===== src/rtl/lane_unstripe_sched_if.sv =====
// Bundle of the lane data inputs, control inputs and merged-stream outputs
// of the four-lane un-striping scheduler.
// There is no per-transfer backpressure: a lane byte is offered when its
// valid bit is 1 and is taken or dropped on that same edge. Merged bytes are
// presented on out whenever validout is 1, and the sink must take every one.
interface lane_unstripe_sched_if #(
  parameter int DATA_W = 8
);
  logic [DATA_W-1:0] in0;
  logic [DATA_W-1:0] in1;
  logic [DATA_W-1:0] in2;
  logic [DATA_W-1:0] in3;
  logic [3:0]        valid;
  logic [1:0]        lanes_active;
  logic              enable;
  logic [DATA_W-1:0] out;
  logic              validout;
  logic [3:0]        pop;
  logic [3:0]        full;
  logic [3:0]        overflow;
  logic              idle;
  logic              dbg_state;

  modport slave (
    input  in0, in1, in2, in3, valid, lanes_active, enable,
    output out, validout, pop, full, overflow, idle, dbg_state
  );

  modport master (
    output in0, in1, in2, in3, valid, lanes_active, enable,
    input  out, validout, pop, full, overflow, idle, dbg_state
  );
endinterface


===== src/rtl/lane_unstripe_sched.sv =====
// Reassembles a byte stream striped over up to four lanes. Each lane has a
// small FIFO, and lanes are drained in strict round-robin order so byte order
// survives lane skew and stalls. dbg_state exposes the FSM (0=IDLE, 1=RUN).
module lane_unstripe_sched #(
  parameter int DATA_W = 8,
  parameter int DEPTH  = 4
) (
  input  logic                  clk4f,
  input  logic                  reset,
  lane_unstripe_sched_if.slave  bus
);
  localparam int AW = $clog2(DEPTH);
  localparam int CW = AW + 1;
  localparam logic [CW-1:0] FULL_CNT = CW'(DEPTH);

  typedef enum logic {S_IDLE = 1'b0, S_RUN = 1'b1} state_t;

  state_t            r_state, w_state_nxt;
  logic [2:0]        r_n, w_n_cfg;
  logic [1:0]        r_ptr, w_ptr_nxt;
  logic [CW-1:0]     r_cnt [4];
  logic [AW-1:0]     r_wp  [4];
  logic [AW-1:0]     r_rp  [4];
  logic [DATA_W-1:0] r_mem [4][DEPTH];
  logic [DATA_W-1:0] w_din [4];
  logic [3:0]        w_active, w_push, w_drop, w_pop, w_full, w_empty;
  logic              w_pop_en;
  logic [DATA_W-1:0] w_head;
  logic [DATA_W-1:0] r_out;
  logic              r_validout;
  logic [3:0]        r_pop, r_overflow;

  assign w_din[0] = bus.in0;
  assign w_din[1] = bus.in1;
  assign w_din[2] = bus.in2;
  assign w_din[3] = bus.in3;

  // Lane count requested by lanes_active; only taken on entry to RUN.
  assign w_n_cfg = (bus.lanes_active == 2'd0) ? 3'd1 :
                   (bus.lanes_active == 2'd1) ? 3'd2 : 3'd4;

  assign w_head = r_mem[r_ptr][r_rp[r_ptr]];

  // Per-lane status; full is judged on the registered count only.
  always_comb begin
    for (int i = 0; i < 4; i++) begin
      w_active[i] = (3'(i) < r_n);
      w_full[i]   = (r_cnt[i] == FULL_CNT);
      w_empty[i]  = (r_cnt[i] == '0);
      w_push[i]   = w_active[i] & bus.valid[i] & ~w_full[i];
      w_drop[i]   = w_active[i] & bus.valid[i] & w_full[i];
    end
  end

  // Next state, round-robin pointer and pop decision.
  always_comb begin
    w_state_nxt = r_state;
    w_ptr_nxt   = r_ptr;
    w_pop_en    = 1'b0;
    w_pop       = '0;
    unique case (r_state)
      S_IDLE: begin
        if (bus.enable) begin
          w_state_nxt = S_RUN;
          // A shrunk lane count must not leave ptr on a dead lane.
          if ({1'b0, r_ptr} >= w_n_cfg) w_ptr_nxt = '0;
        end
      end
      S_RUN: begin
        if (!bus.enable) begin
          w_state_nxt = S_IDLE;
        end else if (!w_empty[r_ptr]) begin
          // Strict order: an empty lane stalls the stream, never skipped.
          w_pop_en       = 1'b1;
          w_pop[r_ptr]   = 1'b1;
          w_ptr_nxt      = (({1'b0, r_ptr} + 3'd1) == r_n) ? 2'd0 : r_ptr + 2'd1;
        end
      end
      default: w_state_nxt = S_IDLE;
    endcase
  end

  // FSM state, pointer and latched lane count.
  always_ff @(posedge clk4f) begin
    if (reset) begin
      r_state <= S_IDLE;
      r_ptr   <= '0;
      r_n     <= 3'd4;
    end else begin
      r_state <= w_state_nxt;
      r_ptr   <= w_ptr_nxt;
      if ((r_state == S_IDLE) && bus.enable) r_n <= w_n_cfg;
    end
  end

  // FIFO counts and read/write pointers; reset flushes every lane.
  always_ff @(posedge clk4f) begin
    if (reset) begin
      for (int i = 0; i < 4; i++) begin
        r_cnt[i] <= '0;
        r_wp[i]  <= '0;
        r_rp[i]  <= '0;
      end
    end else begin
      for (int i = 0; i < 4; i++) begin
        if (w_push[i]) r_wp[i] <= r_wp[i] + AW'(1);
        if (w_pop[i])  r_rp[i] <= r_rp[i] + AW'(1);
        if (w_push[i] && !w_pop[i])      r_cnt[i] <= r_cnt[i] + CW'(1);
        else if (!w_push[i] && w_pop[i]) r_cnt[i] <= r_cnt[i] - CW'(1);
      end
    end
  end

  // FIFO storage; contents are don't-care until written.
  always_ff @(posedge clk4f) begin
    for (int i = 0; i < 4; i++) begin
      if (w_push[i]) r_mem[i][r_wp[i]] <= w_din[i];
    end
  end

  // Registered merged output; out holds its value between valid bytes.
  always_ff @(posedge clk4f) begin
    if (reset) begin
      r_out      <= '0;
      r_validout <= 1'b0;
      r_pop      <= '0;
      r_overflow <= '0;
    end else begin
      r_validout <= w_pop_en;
      r_pop      <= w_pop;
      if (w_pop_en) r_out <= w_head;
      r_overflow <= r_overflow | w_drop;
    end
  end

  assign bus.out       = r_out;
  assign bus.validout  = r_validout;
  assign bus.pop       = r_pop;
  assign bus.full      = w_full;
  assign bus.overflow  = r_overflow;
  assign bus.idle      = (r_state == S_IDLE) && ((w_empty | ~w_active) == 4'hF);
  assign bus.dbg_state = r_state;
endmodule


===== src/flat_wrapper.sv =====
// flat-port wrapper written by rule: the top's interface ports become plain ports
module lane_unstripe_sched_flat 
#(
  parameter int DATA_W = 8,
  parameter int DEPTH  = 4
)
  (clk4f, reset, bus_in0, bus_in1, bus_in2, bus_in3, bus_valid, bus_lanes_active, bus_enable, bus_out, bus_validout, bus_pop, bus_full, bus_overflow, bus_idle, bus_dbg_state);
  lane_unstripe_sched_if #(.DATA_W(DATA_W)) bus_i ();
  input  logic clk4f;
  input  logic reset;
  input wire logic [$bits(bus_i.in0)-1:0] bus_in0;
  input wire logic [$bits(bus_i.in1)-1:0] bus_in1;
  input wire logic [$bits(bus_i.in2)-1:0] bus_in2;
  input wire logic [$bits(bus_i.in3)-1:0] bus_in3;
  input wire logic [$bits(bus_i.valid)-1:0] bus_valid;
  input wire logic [$bits(bus_i.lanes_active)-1:0] bus_lanes_active;
  input wire logic [$bits(bus_i.enable)-1:0] bus_enable;
  output wire logic [$bits(bus_i.out)-1:0] bus_out;
  output wire logic [$bits(bus_i.validout)-1:0] bus_validout;
  output wire logic [$bits(bus_i.pop)-1:0] bus_pop;
  output wire logic [$bits(bus_i.full)-1:0] bus_full;
  output wire logic [$bits(bus_i.overflow)-1:0] bus_overflow;
  output wire logic [$bits(bus_i.idle)-1:0] bus_idle;
  output wire logic [$bits(bus_i.dbg_state)-1:0] bus_dbg_state;
  assign bus_i.in0 = bus_in0;
  assign bus_i.in1 = bus_in1;
  assign bus_i.in2 = bus_in2;
  assign bus_i.in3 = bus_in3;
  assign bus_i.valid = bus_valid;
  assign bus_i.lanes_active = bus_lanes_active;
  assign bus_i.enable = bus_enable;
  assign bus_out = bus_i.out;
  assign bus_validout = bus_i.validout;
  assign bus_pop = bus_i.pop;
  assign bus_full = bus_i.full;
  assign bus_overflow = bus_i.overflow;
  assign bus_idle = bus_i.idle;
  assign bus_dbg_state = bus_i.dbg_state;
  lane_unstripe_sched #(.DATA_W(DATA_W), .DEPTH(DEPTH)) u_core (.clk4f(clk4f), .reset(reset), .bus(bus_i));
endmodule

===== config.mk =====
export PLATFORM = sky130hd
export DESIGN_NAME = lane_unstripe_sched_flat
export DESIGN_NICKNAME = d
export VERILOG_FILES = /design/src/rtl/lane_unstripe_sched_if.sv /design/src/rtl/lane_unstripe_sched.sv /design/src/flat_wrapper.sv
export SDC_FILE = /design/constraint.sdc
export NUM_CORES = 1
export LEC_CHECK = 0
export CORE_MARGIN = 2
export CORE_UTILIZATION = 39
export DETAILED_ROUTE_END_ITERATION = 8
export DONT_BUFFER_PORTS = 1
export GPL_TIMING_DRIVEN = 1
export PLACE_DENSITY_LB_ADDON = 0.2
export RECOVER_POWER = 50
export SLEW_MARGIN = 0
export SYNTH_ARGS = -nofsm -noshare
export SYNTH_HDL_FRONTEND = slang
export SYNTH_SLANG_ARGS = --single-unit

===== constraint.sdc =====
create_clock -name clk4f -period 5.34 [get_ports clk4f]
set_clock_uncertainty 0.2 [all_clocks]
set_input_delay 1.068 -clock clk4f [delete_from_list [all_inputs] [get_ports clk4f]]
set_output_delay 1.068 -clock clk4f [all_outputs]
set_load 0.01 [all_outputs]

**Word level (Yosys, flattened, before mapping)**

Memories as Yosys holds them, arrays and structs flattened. A register that Yosys moved wholly into a read port is not among the register bits.
Index checks and enable logic that the tools add are counted.

- Bitwise operators: 41
- Reduce and logical (&&, ||, !) cells: 29
- Multiplexer cells: 108
- Eq/ne operators: 11
- Magnitude comparators: 16
- $add $sub $neg: 18

Operator list:

| cell | number |
|---|---|
| two-way mux 32 bit | 4 |
| demux 8 bit (select 2 bit) | 4 |
| two-way mux 1 bit | 60 |
| two-way mux 8 bit | 6 |
| two-way mux 2 bit | 17 |
| two-way mux 3 bit | 10 |
| adder 2 x 1 -> 2 bit, second input constant | 9 |
| binary-select mux 8 bit (select 2 bit) | 1 |
| bitwise OR 1 bit | 16 |
| greater-or-equal comparator 3 bit, second input constant | 5 |
| logical AND 1 bit | 15 |
| inverter 2 -> 3 bit | 5 |
| adder 3 x 1 -> 3 bit, second input constant | 4 |
| AND 1 bit | 12 |
| == test 3 bit, second input constant | 4 |
| zero test 3 bit | 4 |
| < comparator 3 x 1 -> 1 bit, second input constant | 4 |
| two-way mux 4 bit | 3 |
| subtractor 3 x 1 -> 3 bit, second input constant | 4 |
| zero test 1 bit | 8 |
| bitwise OR 4 bit | 2 |
| < comparator 1 x 3 -> 1 bit, first input constant | 2 |
| < comparator 2 x 3 -> 1 bit, first input constant | 2 |
| != test 2 bit, second input constant | 3 |
| 15 further kinds | 19 |

- Output and inout port bits: 23
- Bits in writable memories: 156
- Register bits after elaboration: 23
- Input port bits: 41
- Memories kept: 4

Memories:

| memory | words | bits a word | rd ports | clocked after memory_dff | wr ports | RTL line | source |
|---|---|---|---|---|---|---|---|
| u_core.r_mem | 4 | 32 | 1 | 1 | 4 | lane_unstripe_sched.sv:24 | `logic [DATA_W-1:0] r_mem [4][DEPTH];` |
| u_core.r_cnt | 4 | 3 | 4 | 0 | 4 | lane_unstripe_sched.sv:21 | `logic [CW-1:0] r_cnt [4];` |
| u_core.r_rp | 4 | 2 | 5 | 1 | 4 | lane_unstripe_sched.sv:23 | `logic [AW-1:0] r_rp [4];` |
| u_core.r_wp | 4 | 2 | 4 | 0 | 4 | lane_unstripe_sched.sv:22 | `logic [AW-1:0] r_wp [4];` |

**Depth between registers and ports, before layout**

Gate-level depths: netlist of the first run.

- Depth in word-level cells: 14
- Mapped depth: 11

**Worst setup path after synthesis of the first run**

OpenSTA, ideal clock, no wires.

- Path kind: input-to-reg
- Start: input bus_enable
- End: memory u_core.r_cnt[0][8] in the netlist's numbering (data pin)
- Cell stages on the path: 9
- Slack: 2.086 ns
- Path buffers: 1
- Arrival time: 2.907 ns
- Cell sequence: and2_1 -> clkbuf_1 -> nand2_2 -> nor3b_1 -> nand2_1 -> fa_1 -> xor2_1 -> or3b_1 -> a21oi_1

RTL lines:

| what | RTL line | source |
|---|---|---|
| from (decl) | flat_wrapper.sv:17 | `input wire logic [$bits(bus_i.enable)-1:0] bus_enable;` |
| to (decl) | lane_unstripe_sched.sv:21 |  |

==> flow_summary.yaml, run 1 <==
global_route:
  grt_first_pass_wirelength_um: 25800
  grt_max_degree: 63
  grt_remaining_overflow: 0
  global_route.usage.total: 0.167
  via_count_of_the_first_global_routing_pass: 4125
  antenna_found_initial: 0
yosys:
  post_synth_instance_area_um2: 7800
  synth_cell_types: 42
  yosysTopAreaCell: "edfxtp_1"
  syn-mean-instance-area_um2: 16.4
  synthArstFlopShare: 0
  postSynthNetCount: 544
  yosys.area.top_type_share: 0.600
  post_synthesis_compound_gate_area_fraction: 0.0218
  synthFlopType: "edfxtp_1"
  yosys.area_share.adder: 0.0478
  register_bit_count_reported_by_yosys: 181
  synthesis.yosys.warnings: 0
  synth_top_family_by_area: "multiplexers"
  post_synth_main_area_contributors: "edfxtp_1 (60%), mux4_2 (10%), dfxtp_1 (6.4%)"
  synth_xor_xnor_area_share: 0.0180
  synth.area.mux_share: 0.127
  synthSimpleGateAreaFrac: 0.0985
  synth_sequential_area_ratio: 0.665
  number_of_flops_mapped_to_enable_cells_by_yosys: 156
  syn_inst: 475
clock_tree:
  cts.repair.resized: 0
  postCtsHoldBufs: 0
  tritoncts: "built"
  cts.clk_slew.worst_paths_ns: 0.07
  cts_made_buffers: 17
  cts_sinks: 181
  worst_skew_pair.late_latency_ns: 0.42
  htree_num_levels: 4
  clock-root-buffer: "clkbuf_16"
  postCtsSetupBuffers: 0
  cts-root-to-sink-buffers: 2
layout:
  count_of_filler_cells_inserted_in_the_layout: 1736
  post_layout_nonfiller_instances: 750
  layout-drive-gt1-share: 0.159
  layout.cell_area.non_filler_um2: 8670
  post-route-util: 0.444
  nets: 542
  antennaDiodeCount: 0
  area_delta_synth_final_pct: 11.1
flow_run:
  drv.max_cap_violation_count: 0
power_and_ir_drop:
  power_leakage_nw: 2.89
  ir_worst_vdd_uv: 215
  pwr_density_cell_nw_per_um2: 369
  power_mw: 3.20
detailed_routing:
  detailroute.via_count: 3964
  drt_first_iter_violations: 310
  wl_per_cell_um: 22.8
  detail_route.vias_per_cell: 5.29
  detailedRoute.firstPassIterationCount: 4
  drtAntennaViolNets: 0
  postRouteWirelength_um: 17100
  drt_drc_violations_left: 0
worst_setup_path:
  critical_path_rt_ns: 5.41
  worst-setup-path-type: "flip-flop to flip-flop"
  crit_path_end_kind: "flip-flop"
  critical_path.max_fanout: 17
  setup.worst_path.start_class: "flip-flop"
  crit_arrival_ns: 3.52
floorplan:
  boundaryPins: 64
  die_width_um: 145
  coreArea_um2: 19500
  die-height_um: 145
  die_area_um2: 21200
  floorplan.initialDensity: 0.400
  std_cell_rows: 51
place:
  place_congestion: 0.780
  buffer_ports.inserted: 0
  detailed_place_hpwl_um: 11400
  placed_cell_area_um2: 8050
  placed_cells_incl_taps: 719
sta:
  final_min_period_over_clock_period: 0.646
  rsz_0062_raised_after_global_routing: "no"
  slew_headroom: 0.409
  setup_viol: 0
  worst_pin_slew_ns: 0.886
  finalHoldViolCount: 0
  finalSetupTns_ns: 0
  maxSlewViolCount: 0
  achievable-frequency_ghz: 0.290
  final.min_clock_period_ns: 3.45
run_status:
  result_of_the_run: "complete, no violations"
hold_path:
  hold_path_class: "flip-flop to flip-flop"
[kinds of logic after synthesis]
kind of cell	Yosys count
fa+ha+maj	28
xor+xnor	16
buf+inv	44
compound gates	25
mux	55
simple gates	126
flops	181
[state kept, by name (all words and copies together), names as in the netlist, named ones only]
name / count
u_core.bus.dbg_state: 1
u_core.bus.out: 8
u_core.bus.overflow: 4
u_core.bus.pop: 4
u_core.bus.validout: 1
u_core.r_cnt: 12
u_core.r_mem: 128
u_core.r_n: 3
u_core.r_ptr: 2
u_core.r_rp: 8
u_core.r_wp: 8
[layout by cell type (no fill, tap or decap), types with 10 or more instances in the layout]
| cell | count |
|---|---|
| edfxtp_1 | 156 |
| mux4_2 | 35 |
| ha_1 | 25 |
| dfxtp_1 | 24 |
| inv_1 | 21 |
| and2_1 | 21 |
| mux2i_1 | 18 |
| clkbuf_16 | 17 |
| nand2b_1 | 16 |
| nor2_1 | 14 |
| nor3_1 | 12 |
| a21oi_1 | 10 |
[through the flow]
step | setup slack [ns] | hold WS (ns)
6_report | 1.89 | 0.338
4_1_cts | 1.89 | 0.348
3_3_place_gp | 1.85 | 0.324
5_1_grt | 1.66 | 0.377
2_1_floorplan | 2.09 | 0.302
3_5_place_dp | 1.71 | 0.332
[final timing paths]
| path | slack [ns] | depth (start not counted) | startpoint | to |
|---|---|---|---|---|
| max | 1.89 | 11 | u_core.r_cnt[0][9] | u_core.r_cnt[0][8] |
| min | 0.34 | 2 | u_core.bus.overflow[3] | u_core.bus.overflow[3] |
| max reg2reg | 1.89 | 11 | u_core.r_cnt[0][9] | u_core.r_cnt[0][8] |
| min reg2reg | 0.34 | 2 | u_core.bus.overflow[3] | u_core.bus.overflow[3] |
[layer usage]
layer	wire, um	share of wire	GRT usage
met3	1150	0.067	0.0433
met2	8520	0.50	0.275
met4	256	0.015	0.0583
met1	7160	0.42	0.216
met5	0	0	0
[final cells by class]
| type | count | area, um^2 | share of cell area |
|---|---|---|---|
| Timing Repair Buffer | 2 | 15.0 | 0.00173 |
| Sequential cell | 181 | 5190 | 0.598 |
| Clock buffer | 17 | 425 | 0.0491 |
| Multi-Input combinational cell | 250 | 2440 | 0.282 |
| Clock inverter | 14 | 190 | 0.0219 |
| Inverter | 21 | 78.8 | 0.00909 |
| Tap cell | 265 | 332 | 0.0382 |
[Yosys cell counts (3+ instances only)]
cell type    n
nor2_1      14
nand2_1      4
inv_1       21
dfxtp_1     25
fa_1         3
mux2i_1     18
and3_1       5
nand2b_1    16
nor3_1      12
or3_1        7
o221ai_1     8
a31oi_1      3
edfxtp_1   156
or2_2        3
a21oi_1     10
nand3_1      9
nor4b_1      4
xor2_1       8
nand3b_1     9
buf_2        8
and2_1      23
ha_1        25
nor3b_1      7
mux4_2      35
nor2b_1      4
xnor2_1      8
clkbuf_1    15
[report_power, final]
group,internal [mW],leakage (nW),switching (mW)
combinational,0.0880,0.926,0.136
clock,0.751,0.298,0.561
sequential,1.62,1.67,0.0408
total,2.46,2.89,0.738
[critical path: stages (launching register included)]
cell      delay [ns]
edfxtp_1        0.38
inv_1           0.07
ha_1            0.21
nand2b_1        0.11
mux4_2          0.33
nand2_2         0.28
nor3b_1         0.44
nand2_1         0.14
fa_1            0.45
xor2_1          0.17
or3b_1          0.35
a21oi_1         0.16
Note: power is estimated with default switching activity, not from simulation.
==> inputs of run 2 (changes only) <==
==> constraint.sdc (replaced) <==
create_clock -name clk4f -period 3.1 [get_ports clk4f]
set_clock_uncertainty 0.2 [all_clocks]
set_input_delay 0.62 -clock clk4f [delete_from_list [all_inputs] [get_ports clk4f]]
set_output_delay 0.62 -clock clk4f [all_outputs]
set_load 0.01 [all_outputs]
==> run 2 against run 1 <==
Against the previous run:
- largest power group unchanged
- core utilization rose by 0.49 points
- first-iteration DRC count rose by 15%
- wire length rose by 4.0%
- die area did not move
- hold slack got worse by 0.29 ns
- register-to-register slack got worse by 1.7 ns
- flip-flop and latch count did not move
- clock power rose by 61%
- sequential power rose by 72%
- critical endpoint unchanged
- design area rose by 1.1%
==> flow_summary.yaml, run 2 (same netlist as run 1, synthesis figures left out) <==
place:
  buffer_ports.inserted: 0
  detailed_place_hpwl_um: 11800
  placed_cell_area_um2: 8170
  placed_cells_incl_taps: 735
  place_congestion: 0.775
layout:
  antennaDiodeCount: 0
  layout-drive-gt1-share: 0.191
  count_of_filler_cells_inserted_in_the_layout: 1732
  nets: 558
  largest_register_ffs: 128
  post_layout_nonfiller_instances: 767
  layout_common_cells: "edfxtp_1 (156), mux4_2 (35), ha_1 (25)"
  final_common_cell: "edfxtp_1"
  layout.cell_area.non_filler_um2: 8760
  area_delta_synth_final_pct: 12.3
clock_tree:
  htree_num_levels: 4
  postCtsHoldBufs: 0
  cts_made_buffers: 17
  worst_skew_pair.late_latency_ns: 0.44
  cts.clk_slew.worst_paths_ns: 0.07
  clock-root-buffer: "clkbuf_16"
  cts-root-to-sink-buffers: 2
  cts_sinks: 181
  postCtsSetupBuffers: 0
  tritoncts: "built"
sta:
  setup_viol: 0
  maxSlewViolCount: 0
  worst_pin_slew_ns: 0.778
  final_min_period_over_clock_period: 0.946
  finalHoldViolCount: 0
  rsz_0062_raised_after_global_routing: "no"
  slew_headroom: 0.482
  whs_ns: 0.0520
  final.min_clock_period_ns: 2.93
  finalSetupTns_ns: 0
  achievable-frequency_ghz: 0.341
power_and_ir_drop:
  power_leakage_nw: 2.96
  switching_share: 0.248
  pwr_density_cell_nw_per_um2: 613
  power_share_of_the_clock_group: 0.392
  power_mw: 5.38
  power_frac_comb: 0.077
  internal_dissipation_mw: 4.05
  pwr-share-seq: 0.530
  ir_worst_vdd_uv: 381
  switchingPower_mw: 1.33
hold_path:
  hold_path_class: "input port to flip-flop"
run_status:
  result_of_the_run: "complete, no violations"
worst_setup_path:
  crit_arrival_ns: 3.03
  setup.worst_path.start_class: "flip-flop"
  crit_path_end_kind: "flip-flop"
  critical_path.slowest_cell: "fa_1"
  worst-setup-path-type: "flip-flop to flip-flop"
  crit_chain: "inv_1 -> ha_1 -> nand2b_1 -> mux4_2 -> nand2_4 -> nor3b_2 -> nand2_1 -> fa_1 -> xor2_1 -> or3b_1 -> a21oi_1"
  critical_path.max_fanout: 7
  critical_path_rt_ns: 3.19
  worst_path_largest_cell_delay_ns: 0.44
detailed_routing:
  wl_per_cell_um: 23.1
  detailroute.via_count: 4050
  drt_drc_violations_left: 0
  detailedRoute.firstPassIterationCount: 4
  drt_first_iter_violations: 355
  detail_route.vias_per_cell: 5.28
  drtAntennaViolNets: 0
  postRouteWirelength_um: 17800
global_route:
  grt_first_pass_wirelength_um: 26700
  grt_remaining_overflow: 0
  grt_max_degree: 63
  antenna_found_initial: 0
  via_count_of_the_first_global_routing_pass: 4335
  global_route.usage.total: 0.173
floorplan:
  boundaryPins: 64
  die_area_um2: 21200
  die_width_um: 145
  coreArea_um2: 19500
  std_cell_rows: 51
  floorplan.initialDensity: 0.400
  die-height_um: 145
flow_run:
  drv.max_cap_violation_count: 0
run 2: cell count changes in the layout (fill, tap and decap cells not counted), sizes merged:
cell / change
clkinv: +3
inv: +1
clkinvlp: -1
buf: +15
clkbuf: +2
bufinv: -3
run 2: worst paths after layout:
check | startpoint | endpoint | slack [ns] | cells past startpoint
setup reg to reg | u_core.r_cnt[0][9] | u_core.r_cnt[0][8] | 0.17 | 11
setup / recovery | u_core.r_cnt[0][9] | u_core.r_cnt[0][8] | 0.17 | 11
hold / removal | reset | u_core.bus.dbg_state | 0.05 | 1
hold reg to reg | u_core.bus.overflow[3] | u_core.bus.overflow[3] | 0.34 | 2
run 2: timing repair:
item | CTS | global route
setup endpoints to repair | 0 | 3
gates resized for setup | 0 | 4
endpoints found under the hold margin | 0 | 0
run 2: worst max-delay path, delay by kind of cell (launching register included):
kind | cells | cell delay (ns)
and+or+nand+nor | 5 | 0.89
xor gates and xnor gates | 1 | 0.17
adders and majority gates | 2 | 0.65
DFF | 1 | 0.38
AOI/OAI and AO/OA | 1 | 0.15
buffers and inverters | 1 | 0.07
muxes | 1 | 0.28
run 2: routing by layer:
layer	share of wire	track usage	vias up
met1	0.42	0.221	2105
met4	0.0067	0.0485	0
met2	0.51	0.294	92
li1	-	-	1846
met3	0.058	0.0426	7
met5	0	0	-
run 2: power by group through the flow:
| stage | Combinational [mW] | Clock [mW] | Sequential [mW] |
|---|---|---|---|
| global route | 0.461 | 2.23 | 2.86 |
| global placement | 0.408 | 0 | 2.90 |
| finish | 0.415 | 2.11 | 2.85 |
| detailed placement | 0.420 | 0 | 2.91 |
| floorplan | 0.302 | 0 | 2.88 |
| CTS | 0.423 | 2.14 | 2.85 |
run 2: through the flow:
step,util,setup WS (ns)
floorplan,-,0.254
global placement,0.419,0.216
detailed placement,0.419,0.119
CTS,0.448,0.0850
global route,0.449,0.00143
finish,0.449,0.167
run 2: final cells by class:
class	instances	area, um^2	area share
sequential	181	5190	0.592
tap	265	332	0.0378
clock inverter	14	135	0.0154
timing repair buffer	18	131	0.0150
inverter	21	78.8	0.00899
multi-input combinational	250	2460	0.281
clock buffer	18	439	0.0501
==> inputs of run 3 (changes only) <==
--- a/config.mk
+++ b/config.mk
@@ -6,7 +6,7 @@
 export NUM_CORES = 1
 export LEC_CHECK = 0
 export CORE_MARGIN = 2
-export CORE_UTILIZATION = 39
+export CORE_UTILIZATION = 57
 export DETAILED_ROUTE_END_ITERATION = 8
 export DONT_BUFFER_PORTS = 1
 export GPL_TIMING_DRIVEN = 1
==> run 3 against run 2 <==
Against the previous run:
- final cell count down 12%
- maximum frequency fell by 1.6%
- core utilization increased by 20 points
- combinational power is 4% lower
- hold slack improved by 0.0089 ns
==> flow_summary.yaml, run 3 (same netlist as run 1, synthesis figures left out) <==
layout:
  nets: 555
  layout.cell_area.non_filler_um2: 8620
  largest_register_ffs: 128
  layout-drive-gt1-share: 0.182
  post-route-util: 0.648
  antennaDiodeCount: 0
  final_common_cell: "edfxtp_1"
  post_layout_nonfiller_instances: 675
  area_delta_synth_final_pct: 10.5
  regArea_um2: 5190
  count_of_filler_cells_inserted_in_the_layout: 902
  layout_common_cells: "edfxtp_1 (156), mux4_2 (35), ha_1 (25)"
  multi_input_logic_area_um2: 2460
global_route:
  grt_busiest_layer: "met2"
  via_count_of_the_first_global_routing_pass: 4204
  grt_max_degree: 63
  grt_util_met1: 0.312
  antenna_found_initial: 0
  grtUsageMet2: 0.381
  global_route.usage.total: 0.239
  grt_first_pass_wirelength_um: 24700
  grt_remaining_overflow: 0
  grt_util_met3: 0.0728
sta:
  worst_pin_slew_ns: 0.659
  maxSlewViolCount: 0
  finalHoldViolCount: 0
  slew_headroom: 0.561
  achievable-frequency_ghz: 0.335
  rsz_0062_raised_after_global_routing: "yes"
  final.min_clock_period_ns: 2.98
  final_min_period_over_clock_period: 0.962
  setup_viol: 0
  finalSetupTns_ns: 0
clock_tree:
  tritoncts: "built"
  worst_skew_pair.late_latency_ns: 0.43
  postCtsHoldBufs: 0
  clock-root-buffer: "clkbuf_16"
  cts_sinks: 181
  htree_num_levels: 4
  cts_made_buffers: 17
  cts.clk_slew.worst_paths_ns: 0.07
  cts-root-to-sink-buffers: 2
power_and_ir_drop:
  switchingPower_mw: 1.26
  internal_dissipation_mw: 4.09
  ir_worst_vdd_uv: 490
  pwr_density_cell_nw_per_um2: 620
  power_mw: 5.35
  power_frac_comb: 0.074
  pwr-share-seq: 0.534
  power_share_of_the_clock_group: 0.391
  switching_share: 0.236
  power_leakage_nw: 2.94
floorplan:
  die_area_um2: 14600
  die_width_um: 121
  die-height_um: 121
  boundaryPins: 64
  std_cell_rows: 42
  floorplan.initialDensity: 0.587
  coreArea_um2: 13300
worst_setup_path:
  setup.worst_path.start_class: "flip-flop"
  worst-setup-path-type: "flip-flop to flip-flop"
  critical_path.max_fanout: 7
  critical_path_rt_ns: 3.18
  worst_path_largest_cell_delay_ns: 0.45
  crit_path_end_kind: "flip-flop"
  critical_path.slowest_cell: "fa_1"
  crit_arrival_ns: 3.06
  crit_chain: "inv_1 -> ha_1 -> nand2b_1 -> mux4_2 -> nand2_2 -> nor3b_2 -> nand2_1 -> fa_1 -> xor2_1 -> or3b_1 -> a21oi_1"
hold_path:
  hold_path_class: "input port to flip-flop"
flow_run:
  drv.max_cap_violation_count: 0
detailed_routing:
  detailedRoute.firstPassIterationCount: 4
  drtAntennaViolNets: 0
  wl_per_cell_um: 24.1
  postRouteWirelength_um: 16300
  drt_drc_violations_left: 0
  detail_route.vias_per_cell: 6.10
  detailroute.via_count: 4119
  drt_first_iter_violations: 471
run_status:
  result_of_the_run: "complete, no violations"
place:
  buffer_ports.inserted: 0
  detailed_place_hpwl_um: 10800
  place_congestion: 0.822
  placed_cells_incl_taps: 641
  placed_cell_area_um2: 8030
[run 3: worst paths after layout]
| path | startpoint | end | slack (ns) | cells after the start |
|---|---|---|---|---|
| setup / recovery | u_core.r_cnt[0][9] | u_core.r_cnt[0][8] | 0.12 | 11 |
| hold / removal | reset | u_core.bus.dbg_state | 0.06 | 1 |
| setup reg to reg | u_core.r_cnt[0][9] | u_core.r_cnt[0][8] | 0.12 | 11 |
| hold reg to reg | u_core.bus.overflow[0] | u_core.bus.overflow[0] | 0.34 | 2 |
[run 3: critical path: cells and delay by family (launching register included)]
family / cells / cell delay, ns
AND/OR/NAND/NOR: 5 / 0.92
adder cells (fa/ha/maj): 2 / 0.66
flip-flops: 1 / 0.38
multiplexers: 1 / 0.27
XOR/XNOR: 1 / 0.17
AO/OA/AOI/OAI: 1 / 0.15
buffers and inverters: 1 / 0.08
[run 3: what timing repair did]
item,4_1_cts,5_1_grt
gates resized for setup,0,3
setup buffers,0,2
setup endpoints to repair,0,3
[run 3: per-stage QoR]
stage	setup WS, ns	hold WS [ns]
2_1_floorplan	0.254	0.302
3_3_place_gp	0.214	0.323
3_5_place_dp	0.0775	0.328
4_1_cts	0.0469	0.0368
5_1_grt	-0.0212	0.0384
6_report	0.118	0.0610
[run 3: power groups by stage]
stage / registers (mW) / clock network, mW / logic, mW
floorplan: 2.88 / 0 / 0.302
global placement: 2.90 / 0 / 0.384
detailed placement: 2.91 / 0 / 0.398
CTS: 2.86 / 2.12 / 0.400
global route: 2.87 / 2.20 / 0.440
finish: 2.86 / 2.09 / 0.398
[run 3: cell type report]
cell class / count / area share
well taps: 176 / 0.0255
clock inverters: 14 / 0.0163
repair buffers: 15 / 0.0126
flip-flops and latches: 181 / 0.602
multi-input cells: 250 / 0.285
inverters: 21 / 0.00914
clock buffers: 18 / 0.0498
[run 3: routing by layer]
layer	vias to the layer above	share of wire	routed length, um
li1	1836	-	-
met1	2099	0.40	6520
met2	160	0.50	8180
met3	24	0.079	1290
met4	0	0.018	295
met5	-	0	0
